`config.mk`:
```
export PLATFORM = sky130hd
export DESIGN_NAME = ddr_axi_arbiter
export DESIGN_NICKNAME = d
export VERILOG_FILES = /design/src/rtl/ddr_axi_arbiter_pkg.sv /design/src/rtl/ddr_axi_arbiter_rr_pick.sv /design/src/rtl/ddr_axi_arbiter.sv
export SDC_FILE = /design/constraint.sdc
export NUM_CORES = 1
export LEC_CHECK = 0
export ABC_AREA = 1
export ABC_CLOCK_PERIOD_IN_PS = 3000
export CAP_MARGIN = 20
export CORE_AREA = 2 2 136 138
export CTS_BUF_LIST = sky130_fd_sc_hd__clkbuf_8
export DETAILED_ROUTE_END_ITERATION = 6
export DIE_AREA = 0 0 138 140
export MAX_ROUTING_LAYER = met4
export PLACE_DENSITY_LB_ADDON = 0.05
export SYNTH_ARGS = -nofsm -noshare
export SYNTH_HDL_FRONTEND = slang
export SYNTH_SLANG_ARGS = --single-unit
```
`constraint.sdc`:
```
create_clock -name core_clk -period 3 [get_ports core_clk]
set_input_delay 0.3 -clock core_clk [delete_from_list [all_inputs] [get_ports core_clk]]
set_output_delay 0.3 -clock core_clk [all_outputs]
set_load 0.01 [all_outputs]
```
`src/rtl/ddr_axi_arbiter_pkg.sv`:
```
// Shared definitions for the DDR AXI arbiter: address/data widths derived from
// the DDR geometry macros and the write/read FSM state encodings.
`ifndef DDR_BA_BITS
`define DDR_BA_BITS 3
`endif
`ifndef DDR_ROW_BITS
`define DDR_ROW_BITS 14
`endif
`ifndef DDR_COL_BITS
`define DDR_COL_BITS 10
`endif
`ifndef DDR_DQ_LEVEL
`define DDR_DQ_LEVEL 1
`endif

package ddr_axi_arbiter_pkg;
    localparam int BA_BITS  = `DDR_BA_BITS;
    localparam int ROW_BITS = `DDR_ROW_BITS;
    localparam int COL_BITS = `DDR_COL_BITS;
    localparam int DQ_LEVEL = `DDR_DQ_LEVEL;

    localparam int AW = BA_BITS + ROW_BITS + COL_BITS + DQ_LEVEL - 1;
    localparam int DW = 8 << DQ_LEVEL;

    typedef enum logic [1:0] {W_IDLE, W_ADDR, W_DATA, W_RESP} wstate_e;
    typedef enum logic [1:0] {R_IDLE, R_ADDR, R_DATA} rstate_e;
endpackage

```
`src/rtl/ddr_axi_arbiter_rr_pick.sv`:
```
// Two-way request picker. Round-robin by default (last = index served last);
// with DDR_AXI_ARB_FIXED_PRI_EN defined, master 0 always wins.
module ddr_axi_rr_pick (
    input  logic [1:0] req,
    input  logic       last,
    output logic [1:0] gnt
);
`ifdef DDR_AXI_ARB_FIXED_PRI_EN
    logic unused_last;
    assign unused_last = last;
    assign gnt = req[0] ? 2'b01 : (req[1] ? 2'b10 : 2'b00);
`else
    always_comb begin
        if (req == 2'b11) begin
            gnt = last ? 2'b01 : 2'b10;
        end else begin
            gnt = req;
        end
    end
`endif
endmodule

```
`src/rtl/ddr_axi_arbiter.sv`:
```
// Two-master to one-slave AXI arbiter in front of the DDR controller; write and
// read channels are owned independently for one full transaction each.
// Build option: DDR_AXI_ARB_FIXED_PRI_EN selects fixed priority (master 0 first).
module ddr_axi_arbiter
    import ddr_axi_arbiter_pkg::*;
(
    input  logic          core_clk,
    input  logic          core_rst_sync,
    input  logic          m0_awvalid,
    output logic          m0_awready,
    input  logic [AW-1:0] m0_awaddr,
    input  logic [7:0]    m0_awlen,
    input  logic          m0_wvalid,
    output logic          m0_wready,
    input  logic          m0_wlast,
    input  logic [DW-1:0] m0_wdata,
    output logic          m0_bvalid,
    input  logic          m0_bready,
    input  logic          m0_arvalid,
    output logic          m0_arready,
    input  logic [AW-1:0] m0_araddr,
    input  logic [7:0]    m0_arlen,
    output logic          m0_rvalid,
    input  logic          m0_rready,
    output logic          m0_rlast,
    output logic [DW-1:0] m0_rdata,
    input  logic          m1_awvalid,
    output logic          m1_awready,
    input  logic [AW-1:0] m1_awaddr,
    input  logic [7:0]    m1_awlen,
    input  logic          m1_wvalid,
    output logic          m1_wready,
    input  logic          m1_wlast,
    input  logic [DW-1:0] m1_wdata,
    output logic          m1_bvalid,
    input  logic          m1_bready,
    input  logic          m1_arvalid,
    output logic          m1_arready,
    input  logic [AW-1:0] m1_araddr,
    input  logic [7:0]    m1_arlen,
    output logic          m1_rvalid,
    input  logic          m1_rready,
    output logic          m1_rlast,
    output logic [DW-1:0] m1_rdata,
    output logic          s_awvalid,
    input  logic          s_awready,
    output logic [AW-1:0] s_awaddr,
    output logic [7:0]    s_awlen,
    output logic          s_wvalid,
    input  logic          s_wready,
    output logic          s_wlast,
    output logic [DW-1:0] s_wdata,
    input  logic          s_bvalid,
    output logic          s_bready,
    output logic          s_arvalid,
    input  logic          s_arready,
    output logic [AW-1:0] s_araddr,
    output logic [7:0]    s_arlen,
    input  logic          s_rvalid,
    output logic          s_rready,
    input  logic          s_rlast,
    input  logic [DW-1:0] s_rdata,
    output logic [1:0]    wgrant,
    output logic [1:0]    rgrant
);
    logic [1:0]    m_awvalid, m_wvalid, m_wlast, m_bready, m_arvalid, m_rready;
    logic [1:0]    m_awready, m_wready, m_bvalid, m_arready, m_rvalid, m_rlast;
    logic [AW-1:0] m_awaddr [2];
    logic [AW-1:0] m_araddr [2];
    logic [7:0]    m_awlen  [2];
    logic [7:0]    m_arlen  [2];
    logic [DW-1:0] m_wdata  [2];
    logic [DW-1:0] m_rdata  [2];

    assign m_awvalid = {m1_awvalid, m0_awvalid};
    assign m_wvalid  = {m1_wvalid,  m0_wvalid};
    assign m_wlast   = {m1_wlast,   m0_wlast};
    assign m_bready  = {m1_bready,  m0_bready};
    assign m_arvalid = {m1_arvalid, m0_arvalid};
    assign m_rready  = {m1_rready,  m0_rready};
    assign m_awaddr[0] = m0_awaddr;  assign m_awaddr[1] = m1_awaddr;
    assign m_araddr[0] = m0_araddr;  assign m_araddr[1] = m1_araddr;
    assign m_awlen[0]  = m0_awlen;   assign m_awlen[1]  = m1_awlen;
    assign m_arlen[0]  = m0_arlen;   assign m_arlen[1]  = m1_arlen;
    assign m_wdata[0]  = m0_wdata;   assign m_wdata[1]  = m1_wdata;

    assign {m1_awready, m0_awready} = m_awready;
    assign {m1_wready,  m0_wready}  = m_wready;
    assign {m1_bvalid,  m0_bvalid}  = m_bvalid;
    assign {m1_arready, m0_arready} = m_arready;
    assign {m1_rvalid,  m0_rvalid}  = m_rvalid;
    assign {m1_rlast,   m0_rlast}   = m_rlast;
    assign m0_rdata = m_rdata[0];
    assign m1_rdata = m_rdata[1];

    wstate_e    wstate_q, wstate_d;
    rstate_e    rstate_q, rstate_d;
    logic       wsel_q, wsel_d, rsel_q, rsel_d;
    logic [1:0] wgrant_q, wgrant_d, rgrant_q, rgrant_d;
    logic [1:0] wpick, rpick;
    logic       wlast_srv, rlast_srv;

`ifdef DDR_AXI_ARB_FIXED_PRI_EN
    assign wlast_srv = 1'b1;
    assign rlast_srv = 1'b1;
`else
    logic wlast_srv_q, wlast_srv_d, rlast_srv_q, rlast_srv_d;
    assign wlast_srv = wlast_srv_q;
    assign rlast_srv = rlast_srv_q;
`endif

    ddr_axi_rr_pick u_wpick (.req(m_awvalid), .last(wlast_srv), .gnt(wpick));
    ddr_axi_rr_pick u_rpick (.req(m_arvalid), .last(rlast_srv), .gnt(rpick));

    always_comb begin
        wstate_d = wstate_q;
        wsel_d   = wsel_q;
        wgrant_d = wgrant_q;
        rstate_d = rstate_q;
        rsel_d   = rsel_q;
        rgrant_d = rgrant_q;
`ifndef DDR_AXI_ARB_FIXED_PRI_EN
        wlast_srv_d = wlast_srv_q;
        rlast_srv_d = rlast_srv_q;
`endif
        case (wstate_q)
            W_IDLE: if (|m_awvalid) begin
                wstate_d = W_ADDR;
                wsel_d   = wpick[1];
                wgrant_d = wpick;
            end
            W_ADDR: if (s_awvalid && s_awready) wstate_d = W_DATA;
            W_DATA: if (s_wvalid && s_wready && s_wlast) wstate_d = W_RESP;
            W_RESP: if (s_bvalid && s_bready) begin
                wstate_d = W_IDLE;
                wgrant_d = 2'b00;
`ifndef DDR_AXI_ARB_FIXED_PRI_EN
                wlast_srv_d = wsel_q;
`endif
            end
            default: wstate_d = W_IDLE;
        endcase
        case (rstate_q)
            R_IDLE: if (|m_arvalid) begin
                rstate_d = R_ADDR;
                rsel_d   = rpick[1];
                rgrant_d = rpick;
            end
            R_ADDR: if (s_arvalid && s_arready) rstate_d = R_DATA;
            R_DATA: if (s_rvalid && s_rready && s_rlast) begin
                rstate_d = R_IDLE;
                rgrant_d = 2'b00;
`ifndef DDR_AXI_ARB_FIXED_PRI_EN
                rlast_srv_d = rsel_q;
`endif
            end
            default: rstate_d = R_IDLE;
        endcase
    end

    always_ff @(posedge core_clk) begin
        if (core_rst_sync) begin
            wstate_q <= W_IDLE;
            rstate_q <= R_IDLE;
            wsel_q   <= 1'b0;
            rsel_q   <= 1'b0;
            wgrant_q <= 2'b00;
            rgrant_q <= 2'b00;
`ifndef DDR_AXI_ARB_FIXED_PRI_EN
            wlast_srv_q <= 1'b1;
            rlast_srv_q <= 1'b1;
`endif
        end else begin
            wstate_q <= wstate_d;
            rstate_q <= rstate_d;
            wsel_q   <= wsel_d;
            rsel_q   <= rsel_d;
            wgrant_q <= wgrant_d;
            rgrant_q <= rgrant_d;
`ifndef DDR_AXI_ARB_FIXED_PRI_EN
            wlast_srv_q <= wlast_srv_d;
            rlast_srv_q <= rlast_srv_d;
`endif
        end
    end

    assign wgrant = wgrant_q;
    assign rgrant = rgrant_q;

    // Slave-side muxes: each channel is only driven in the state that owns it.
    always_comb begin
        s_awvalid = 1'b0;
        s_awaddr  = '0;
        s_awlen   = '0;
        s_wvalid  = 1'b0;
        s_wlast   = 1'b0;
        s_wdata   = '0;
        s_bready  = 1'b0;
        s_arvalid = 1'b0;
        s_araddr  = '0;
        s_arlen   = '0;
        s_rready  = 1'b0;
        if (wstate_q == W_ADDR) begin
            s_awvalid = m_awvalid[wsel_q];
            s_awaddr  = m_awaddr[wsel_q];
            s_awlen   = m_awlen[wsel_q];
        end
        if (wstate_q == W_DATA) begin
            s_wvalid = m_wvalid[wsel_q];
            s_wlast  = m_wlast[wsel_q];
            s_wdata  = m_wdata[wsel_q];
        end
        if (wstate_q == W_RESP) s_bready = m_bready[wsel_q];
        if (rstate_q == R_ADDR) begin
            s_arvalid = m_arvalid[rsel_q];
            s_araddr  = m_araddr[rsel_q];
            s_arlen   = m_arlen[rsel_q];
        end
        if (rstate_q == R_DATA) s_rready = m_rready[rsel_q];
    end

    for (genvar gi = 0; gi < 2; gi++) begin : g_master
        localparam logic IDX = 1'(gi);
        logic wown, rown;
        assign wown = (wsel_q == IDX);
        assign rown = (rsel_q == IDX) && (rstate_q == R_DATA);
        assign m_awready[gi] = (wstate_q == W_ADDR) && wown && s_awready;
        assign m_wready[gi]  = (wstate_q == W_DATA) && wown && s_wready;
        assign m_bvalid[gi]  = (wstate_q == W_RESP) && wown && s_bvalid;
        assign m_arready[gi] = (rstate_q == R_ADDR) && (rsel_q == IDX) && s_arready;
        assign m_rvalid[gi]  = rown && s_rvalid;
        assign m_rlast[gi]   = rown && s_rlast;
        assign m_rdata[gi]   = rown ? s_rdata : '0;
    end
endmodule

```
=== Word-level counts from Yosys, hierarchy flattened ===
Cells that the tools add are included.

* Order comparisons: 4
* Reductions and logical operators: 43
* Equal/unequal tests: 14
* Multiplexer cells: 57
* Bitwise logic cells: 4

{| class="wikitable"
|+ Operators with widths
! cell !! count
|-
| $mux 27 || 8
|-
| $mux 16 || 6
|-
| $mux 8 || 8
|-
| $logic_and 1x1->1 || 29
|-
| $mux 2 || 13
|-
| $mux 1 || 18
|-
| $ne 2x2->1 const B || 7
|-
| $eq 2x2->1 const B || 5
|-
| $reduce_and 3->1 || 3
|-
| $pmux 2 s2 || 2
|-
| $pmux 2 s4 || 1
|-
| $reduce_and 2->1 || 4
|-
| $pmux 2 s3 || 1
|-
| $eq 2x1->1 const B || 2
|-
| $ge 2x2->1 const B || 2
|-
| $logic_not 2->1 || 2
|-
| $lt 1x2->1 const B || 2
|-
| $not 1->2 || 2
|-
| $reduce_and 4->1 || 1
|-
| $reduce_bool 2->1 || 2
|-
| $reduce_or 2->1 || 2
|-
| $not 1->1 || 2
|}

* Bits of input ports: 208
* Output and inout bits: 140
* Flip-flop bits (word level): 12

=== Logic depth before layout (Yosys ltp) ===
Gate-level depths: netlist (run 1).

* Word-level depth: 7
* Mapped depth: 11

=== Modules after synthesis ===
Synthesis (run 1) repeated with hierarchy kept, for this count alone.

* Cells, all modules: 482
* Area, all modules: 2,301.0 µm²

{| class="wikitable"
|+ Modules (own cells, without submodules)
! module !! area an instance (µm²) !! sequential area each (µm²) !! times used !! cells each
|-
| ddr_axi_arbiter || 2,258.4 || 240.2 || 1 || 472
|-
| ddr_axi_rr_pick || 21.3 || 0.0 || 2 || 5
|}

=== Worst setup path after synthesis (run 1) ===
Ideal clock, no wire load.

* Path kind: flip-flop to output port
* From: register wstate_q[0]
* To: output port m0_wready
* Path slack: 1.449 ns
* Path buffers: 2
* Arrival: 1.251 ns
* Stages on the path, launching flop included: 7
* Data required time: 2.700 ns
* Path through: dfxtp_1 > inv_1 > ha_1 > buf_6 > clkbuf_1 > nand2_1 > nor2_1

* Word-level cells in the longest chain between the ends: 3

{| class="wikitable"
|+ RTL lines
! item !! RTL line !! RTL
|-
| start, declared || ddr_axi_arbiter.sv:96 || <nowiki>wstate_e wstate_q, wstate_d;</nowiki>
|-
| start signal, assigned || ddr_axi_arbiter.sv:174 || <nowiki>wstate_q <= wstate_d;</nowiki>
|-
| $eq 2x2->1 || ddr_axi_arbiter.sv:228 || <nowiki>assign m_wready[gi] = (wstate_q == W_DATA) && wown && s_wready;</nowiki>
|-
| $logic_and 1x1->1 (2 in series) || ddr_axi_arbiter.sv:228 ||
|-
| end, declared || ddr_axi_arbiter.sv:14 || <nowiki>output logic m0_wready,</nowiki>
|}

No other way between the ends.

=== Final worst setup path (run 1) ===
* From: register wstate_q[1]
* To: output port s_awvalid

* Word-level cells in the longest chain between the ends: 2

{| class="wikitable"
|+ RTL lines
! item !! RTL line !! RTL
|-
| $eq 2x1->1 || ddr_axi_arbiter.sv:203 || <nowiki>if (wstate_q == W_ADDR) begin</nowiki>
|-
| $mux 1 || ddr_axi_arbiter.sv:203 ||
|-
| end, declared || ddr_axi_arbiter.sv:45 || <nowiki>output logic s_awvalid,</nowiki>
|}

No other way between the ends.

==> metrics.md, run 1 <==
| Metric | Value |
|---|---|
| Status | `completed` |
| Register area | `~240 sq um` |
| IO Port Bufs | `around 350` |
| Post-synthesis cell count | `approximately 480` |
| DR WL/cell | `around 15 um` |
| CP Capture Type | `output pin` |
| Ys async rst share | `0` |
| Layout fillers | `1939` |
| Setup TNS | `0 ps` |
| Avg Synthesized Cell Area | `4.95 sq um` |
| CP Class | `flip-flop to output pin` |
| Period minus WS final | `approximately 2300 ps` |
| CTS resizes | `0` |
| Cts hold-fix bufs | `0` |
| Least-Margin Pin Slew | `629 ps` |
| FF+latch count, synth | `12` |
| DIE WIDTH | `between 100 and 150 um` |
| Core Rows | `49` |
| Register area share after synthesis | `0.101` |
| First-pass GRT wire length | `about 23000 um` |
| CTS H-tree depth | `1` |
| Initial antenna violation count | `0` |
| Clock Path Buffers | `2` |
| I/O pins | `between 300 and 400` |
| Clock slew at reported path FFs | `~50 ps` |
| Total track usage | `0.147` |
| Final period util | `0.774` |
| Antenna Cells | `0` |
| Footprint of the multi-input gates | `about 1800 sq um` |
| Initial DRC count | `approximately 170` |
| Total power | `about 2.2 mW` |
| Maxcap violations | `0` |
| Vias | `between 4k and 5k` |
| Layout cells sized above 1 | `0.0327` |
| DR DRC count | `0` |
| Fin. Hold Viols | `0` |
| Slew margin rel. | `0.581` |
| CTS Root Cell | `clkbuf_8` |
| Commonest cells in the netlist | `184 x nand3_1, 119 x nand2_1, 49 x nor2_1` |
| Synth Warn # | `0` |
| CTS tree | `done` |
| Data arrival, critical path | `2020 ps` |
| Initial cell density of the core | `0.134` |
| Max Slew Vio Count | `0` |
| Setup-failing EPs final | `0` |
| Core ar. | `between 15000 and 20000 sq um` |
| Cell taking the most area after synthesis | `nand3_1` |
| Setup Buffers After CTS | `0` |
| Vias in the first global route | `3994` |
| Leakage Power | `about 2.6 nW` |
| Skew-Pair Late Insertion Delay | `240 ps` |
| Mapped Area | `approximately 2400 sq um` |
| Die area | `19300 sq um` |
| DRT antenna net count | `0` |
| Final RePlAce weighted congestion | `~0.86` |
| Worst Hold Class | `flip-flop to flip-flop` |
| Fmax | `~430 MHz` |
| P&R area growth vs syn | `155%` |
| PD cells | `approximately 370 nW/um^2` |
| EDFF count, synth | `0` |
| Gr ovfl total | `0` |
| Count leader, synth | `nand3_1` |
| Final HPWL from detailed placement | `about 12000 um` |
| Drt pass-1 iters | `5` |
| Routed WL | `15200 um` |
| Type of origin of the critical path | `flip-flop` |
| Num CTS Buffers | `3` |
| Largest net degree at the start of global routing | `between 70 and 80` |
| Most common flop cell mapped by yosys | `dfxtp_1` |
| Data required, critical path | `approximately 2700 ps` |
| Synth top area cells | `nand3_1 39%, nand2_1 19%, dfxtp_1 10%, nor2_1 7.7%, inv_1 5.4%` |
| Fin Clk Skew | `around 0.69 ps` |
| Synthesized net count | `~700` |
| RSZ-0062 raised after global routing | `false` |
| Post-synthesis cell type count | `25` |
| CP Max Fanout | `74` |
| Layout Nets | `a little over 1k` |
| Share of the synthesized area in the top cell type | `0.387` |
| Peak supply drop | `approximately 200 uV` |
| Hold_ws | `468 ps` |
| Die height | `between 100 and 150 um` |
| Clock Sinks | `12` |
| Vias per inst | `about 4.2` |
==> metrics by stage <==
| stage | utilization | setup slack (ps) | cells | instance area [sq um] |
|---|---|---|---|---|
| final | 0.342 | 679 | 1025 | 6090 |
| after global routing | 0.342 | 525 | 1025 | 6090 |
| after CTS | 0.342 | 653 | 1025 | 6090 |
| after detailed placement | 0.340 | 907 | 1022 | 6040 |
| after global placement | 0.340 | 938 | 1022 | 6040 |
| after floorplan | - | 1450 | 481 | 2380 |
==> logic make-up (layout without fill, tap and decap cells) <==
family          Yosys count  after routing  synth area share
fa+ha+maj                 4              4            0.0210
compound gates           19             19            0.0457
buf+inv                  81            396             0.142
simple gates            365            365             0.691
flops                    12             12             0.101
==> layer usage <==
metal / up-vias / global-route usage / share of wire
met3: 10 / 0.0185 / 0.040
met4: 0 / 0.0161 / 0.013
li1: 2217 / - / -
met1: 1948 / 0.165 / 0.39
met5: - / - / 0
met2: 168 / 0.286 / 0.56
==> flip-flops by register name (all words and copies together) (netlist names) <==
register	flops
rstate_q	2
rgrant	2
wgrant	2
rsel_q	1
rlast_srv	1
wlast_srv	1
wstate_q	2
g_master.wown	1
==> worst paths after layout <==
path                                    to  slack, ps                      from  cells after the start
hold reg to reg     rgrant[1]$_SDFFE_PP0P_        470    rgrant[1]$_SDFFE_PP0P_                      2
setup / recovery                 s_awvalid        680  wstate_q[1]$_SDFFE_PP0P_                      6
hold / removal      rgrant[1]$_SDFFE_PP0P_        470    rgrant[1]$_SDFFE_PP0P_                      2
setup reg to reg  wstate_q[1]$_SDFFE_PP0P_       1280  wstate_q[0]$_SDFFE_PP0P_                     11
==> report_power, final <==
part	leakage [nW]	switching [mW]	internal (mW)
logic	2.51	0.940	0.945
registers	0.0992	0.0214	0.191
clock network	0.0216	0.0552	0.0881
==> critical path: stages, from the launching register on <==
cell and delay, ps:
dfxtp_1 320, inv_1 100, ha_2 200, buf_12 280, nand2_1 110, o22ai_1 190
clkdlybuf4s50_1 570
==> layout make-up <==
type,count,area share
clock buffer,3,0.00678
multi-input combinational,388,0.297
sequential,12,0.0397
inverter,39,0.0241
timing repair buffer,354,0.586
tap,229,0.0471
==> cell usage in the layout (no fill, tap or decap), drive strengths merged <==
cell           instances
ha                     4
nor3                   2
a211oi                 1
nor2                  51
nand4                  3
nor4                   1
inv                   39
clkbuf                 3
nand3                185
o22ai                  1
clkdlybuf4s50        347
dfxtp                 12
a21oi                  9
nand2                122
o211ai                 1
o21ai                  7
and2                   1
buf                    7
Power figures use the tool's default switching activity.
==> inputs of run 2 (changes only) <==
--- a/config.mk
+++ b/config.mk
@@ -6,12 +6,12 @@
 export NUM_CORES = 1
 export LEC_CHECK = 0
 export ABC_AREA = 1
-export ABC_CLOCK_PERIOD_IN_PS = 3000
+export ABC_CLOCK_PERIOD_IN_PS = 2300
 export CAP_MARGIN = 20
-export CORE_AREA = 2 2 136 138
+export CORE_AREA = 2 2 133 135
 export CTS_BUF_LIST = sky130_fd_sc_hd__clkbuf_8
 export DETAILED_ROUTE_END_ITERATION = 6
-export DIE_AREA = 0 0 138 140
+export DIE_AREA = 0 0 135 137
 export MAX_ROUTING_LAYER = met4
 export PLACE_DENSITY_LB_ADDON = 0.05
 export SYNTH_ARGS = -nofsm -noshare
==> constraint.sdc (replaced) <==
create_clock -name core_clk -period 2.3 [get_ports core_clk]
set_input_delay 0.23 -clock core_clk [delete_from_list [all_inputs] [get_ports core_clk]]
set_output_delay 0.23 -clock core_clk [all_outputs]
set_load 0.01 [all_outputs]
==> run 2 against run 1 <==
  * Final area grew 2.6%
  * Highest routed layer unchanged
  * Power increased by 39%
  * Clock skew about the same
  * Setup slack worse by 540 ps
  * Hold slack improved by 4.5 ps
==> metrics.md, run 2 (synthesis gave the netlist of run 1 again) <==
| Metric | Value |
|---|---|
| Cts hold-fix bufs | `0 (unchanged)` |
| RSZ-0062 raised after global routing | `false` |
| Fin Clk Skew | `0.916 ps (+0.231 ps)` |
| DIE WIDTH | `135 um (-2.2%)` |
| CTS tree | `done` |
| Data arrival, critical path | `1930 ps (-90 ps)` |
| Final period util | `0.940` |
| Slew margin rel. | `0.709 (+0.129)` |
| Setup-failing EPs final | `0 (unchanged)` |
| CTS Root Cell | `clkbuf_8` |
| IO Port Bufs | `347 (unchanged)` |
| R2R Path Start | `wstate_q[0]$_SDFFE_PP0P_` |
| Data required, critical path | `2070 ps (-630 ps)` |
| Hold_sp | `wgrant[1]$_SDFFE_PP0P_` |
| Die height | `137 um (-2.1%)` |
| Worst path slowest cell | `clkdlybuf4s50_1` |
| Clock slew at reported path FFs | `60 ps (about the same)` |
| DR DRC count | `0 (unchanged)` |
| Total track usage | `0.144 (-0.00354)` |
| Layout fillers | `1823 (-6.0%)` |
| Commonest cells after routing, fill and taps aside | `347 x clkdlybuf4s50_1, 184 x nand3_1, 119 x nand2_1` |
| Worst Hold Class | `flip-flop to flip-flop` |
| CP Capture Type | `output pin` |
| R2R Setup Slk | `630 ps (-650 ps)` |
| Layout cells sized above 1 | `0.0435 (+0.0108)` |
| DR WL/cell | `14.2 um (-4.4%)` |
| First-pass GRT wire length | `20900 um (-7.5%)` |
| Worst hold endpoint | `wgrant[1]$_SDFFE_PP0P_` |
| Core Rows | `48 (-2.0%)` |
| Type of origin of the critical path | `flip-flop` |
| Vias per inst | `4.25 (+0.20%)` |
| Most common cell after layout, fill and taps aside | `clkdlybuf4s50_1` |
| Fin. Hold Viols | `0 (unchanged)` |
| Routed WL | `14600 um (-3.9%)` |
| Core ar. | `17100 sq um (-4.1%)` |
| WP buf/inv | `3 (unchanged)` |
| Period minus WS final | `between 2000 and 2500 ps` |
| Vias in the first global route | `4047 (+1.3%)` |
| CP peak stage delay | `530 ps (-40 ps)` |
| Drt pass-1 iters | `4 (-1)` |
| RR Endpoint | `wstate_q[0]$_SDFFE_PP0P_` |
| Final HPWL from detailed placement | `11500 um (-7.0%)` |
| Initial cell density of the core | `0.140 (+0.00568)` |
| CP Class | `flip-flop to output pin` |
| Maxcap violations | `0 (unchanged)` |
| Clock Path Buffers | `2 (unchanged)` |
| Initial DRC count | `161 (-6.4%)` |
| Leakage Power | `2.70 nW (+2.9%)` |
| Max Slew Vio Count | `0 (unchanged)` |
| Skew-Pair Late Insertion Delay | `240 ps (about the same)` |
| P&R area growth vs syn | `162%` |
| Least-Margin Pin Slew | `436 ps (-194 ps)` |
| CP Max Fanout | `22 (-70%)` |
| PD cells | `498 nW/um^2 (+35%)` |
| CTS H-tree depth | `1 (unchanged)` |
| Peak supply drop | `206 uV (-0.22%)` |
| Status | `completed` |
| Largest net degree at the start of global routing | `72 (-4.0%)` |
| Die area | `18500 sq um (-4.3%)` |
| Fmax | `463 MHz` |
| Total power | `3.11 mW (+39%)` |
| Worst Hold Depth | `2 (unchanged)` |
| Setup TNS | `0 ps (unchanged)` |
| Initial antenna violation count | `0 (unchanged)` |
| Gr ovfl total | `0 (unchanged)` |
| Layout Nets | `1019 (+0.89%)` |
| I/O pins | `348 (unchanged)` |
| Worst reg-to-reg path cell count | `11 (unchanged)` |
| DRT antenna net count | `0 (unchanged)` |
| Vias | `4373 (+0.69%)` |
| Final RePlAce weighted congestion | `0.797 (-7.1%)` |
| Delay-heaviest family, CP | `buffers and inverters` |
| Antenna Cells | `0 (unchanged)` |
| Crit-path cells | `inv_2 > buf_4 > nand3_1 > nand2_1 > clkdlybuf4s50_1` |
| Num CTS Buffers | `3 (unchanged)` |
| Clock Sinks | `12 (unchanged)` |
==> run 2: worst min-delay path, stage by stage (launching register included) <==
cell and delay (ps):
dfxtp_1 320, nand2_1 60, a21oi_1 50
==> run 2: stage by stage <==
step	cells	utilization	area [sq um]	setup WS, ps	hold slack [ps]
global route	1030	0.366	6250	32.8	496
global placement	1023	0.359	6130	358	453
floorplan	481	-	2380	819	399
finish	1030	0.366	6250	139	473
detailed placement	1023	0.359	6130	283	464
CTS	1026	0.362	6170	20.0	475
==> run 2: final cells by class <==
| class | instances | area [sq um] | share of cell area |
|---|---|---|---|
| Tap cell | 225 | 282 | 0.0451 |
| Clock buffer | 3 | 41.3 | 0.00661 |
| Inverter | 39 | 149 | 0.0238 |
| Sequential cell | 12 | 241 | 0.0387 |
| Timing Repair Buffer | 363 | 3710 | 0.594 |
| Multi-Input combinational cell | 388 | 1820 | 0.292 |
==> run 2: what timing repair did <==
item / CTS / global route
endpoints found under the setup margin: 0 / 71
resized for setup: 0 / 4
setup buffers: 0 / 3
==> run 2: layer usage <==
metal	global-route usage	routed length (um)
met3	0.0263	908
met4	0.0208	148
met5	-	0
met1	0.157	5670
met2	0.276	7920
==> run 2: how the worst max path moves through the flow <==
stage,cells past startpoint,from,endpoint
final,5,g_master[1].wown$_SDFFE_PP0P_,s_awaddr[17]
after global routing,5,rstate_q[1]$_SDFFE_PP0P_,m1_rdata[0]
after CTS,4,rsel_q$_SDFFE_PP0P_,m0_rdata[2]
after detailed placement,4,rsel_q$_SDFFE_PP0P_,m0_rdata[2]
after global placement,6,wstate_q[1]$_SDFFE_PP0P_,s_awaddr[26]
after floorplan,6,wstate_q[0]$_SDFFE_PP0P_,m0_wready
==> run 2: power by group <==
group | internal (mW) | total, mW | switching, mW
combinational | 1.35 | 2.62 | 1.27
clock | 0.116 | 0.200 | 0.0839
sequential | 0.249 | 0.288 | 0.0387
total | 1.72 | 3.11 | 1.39
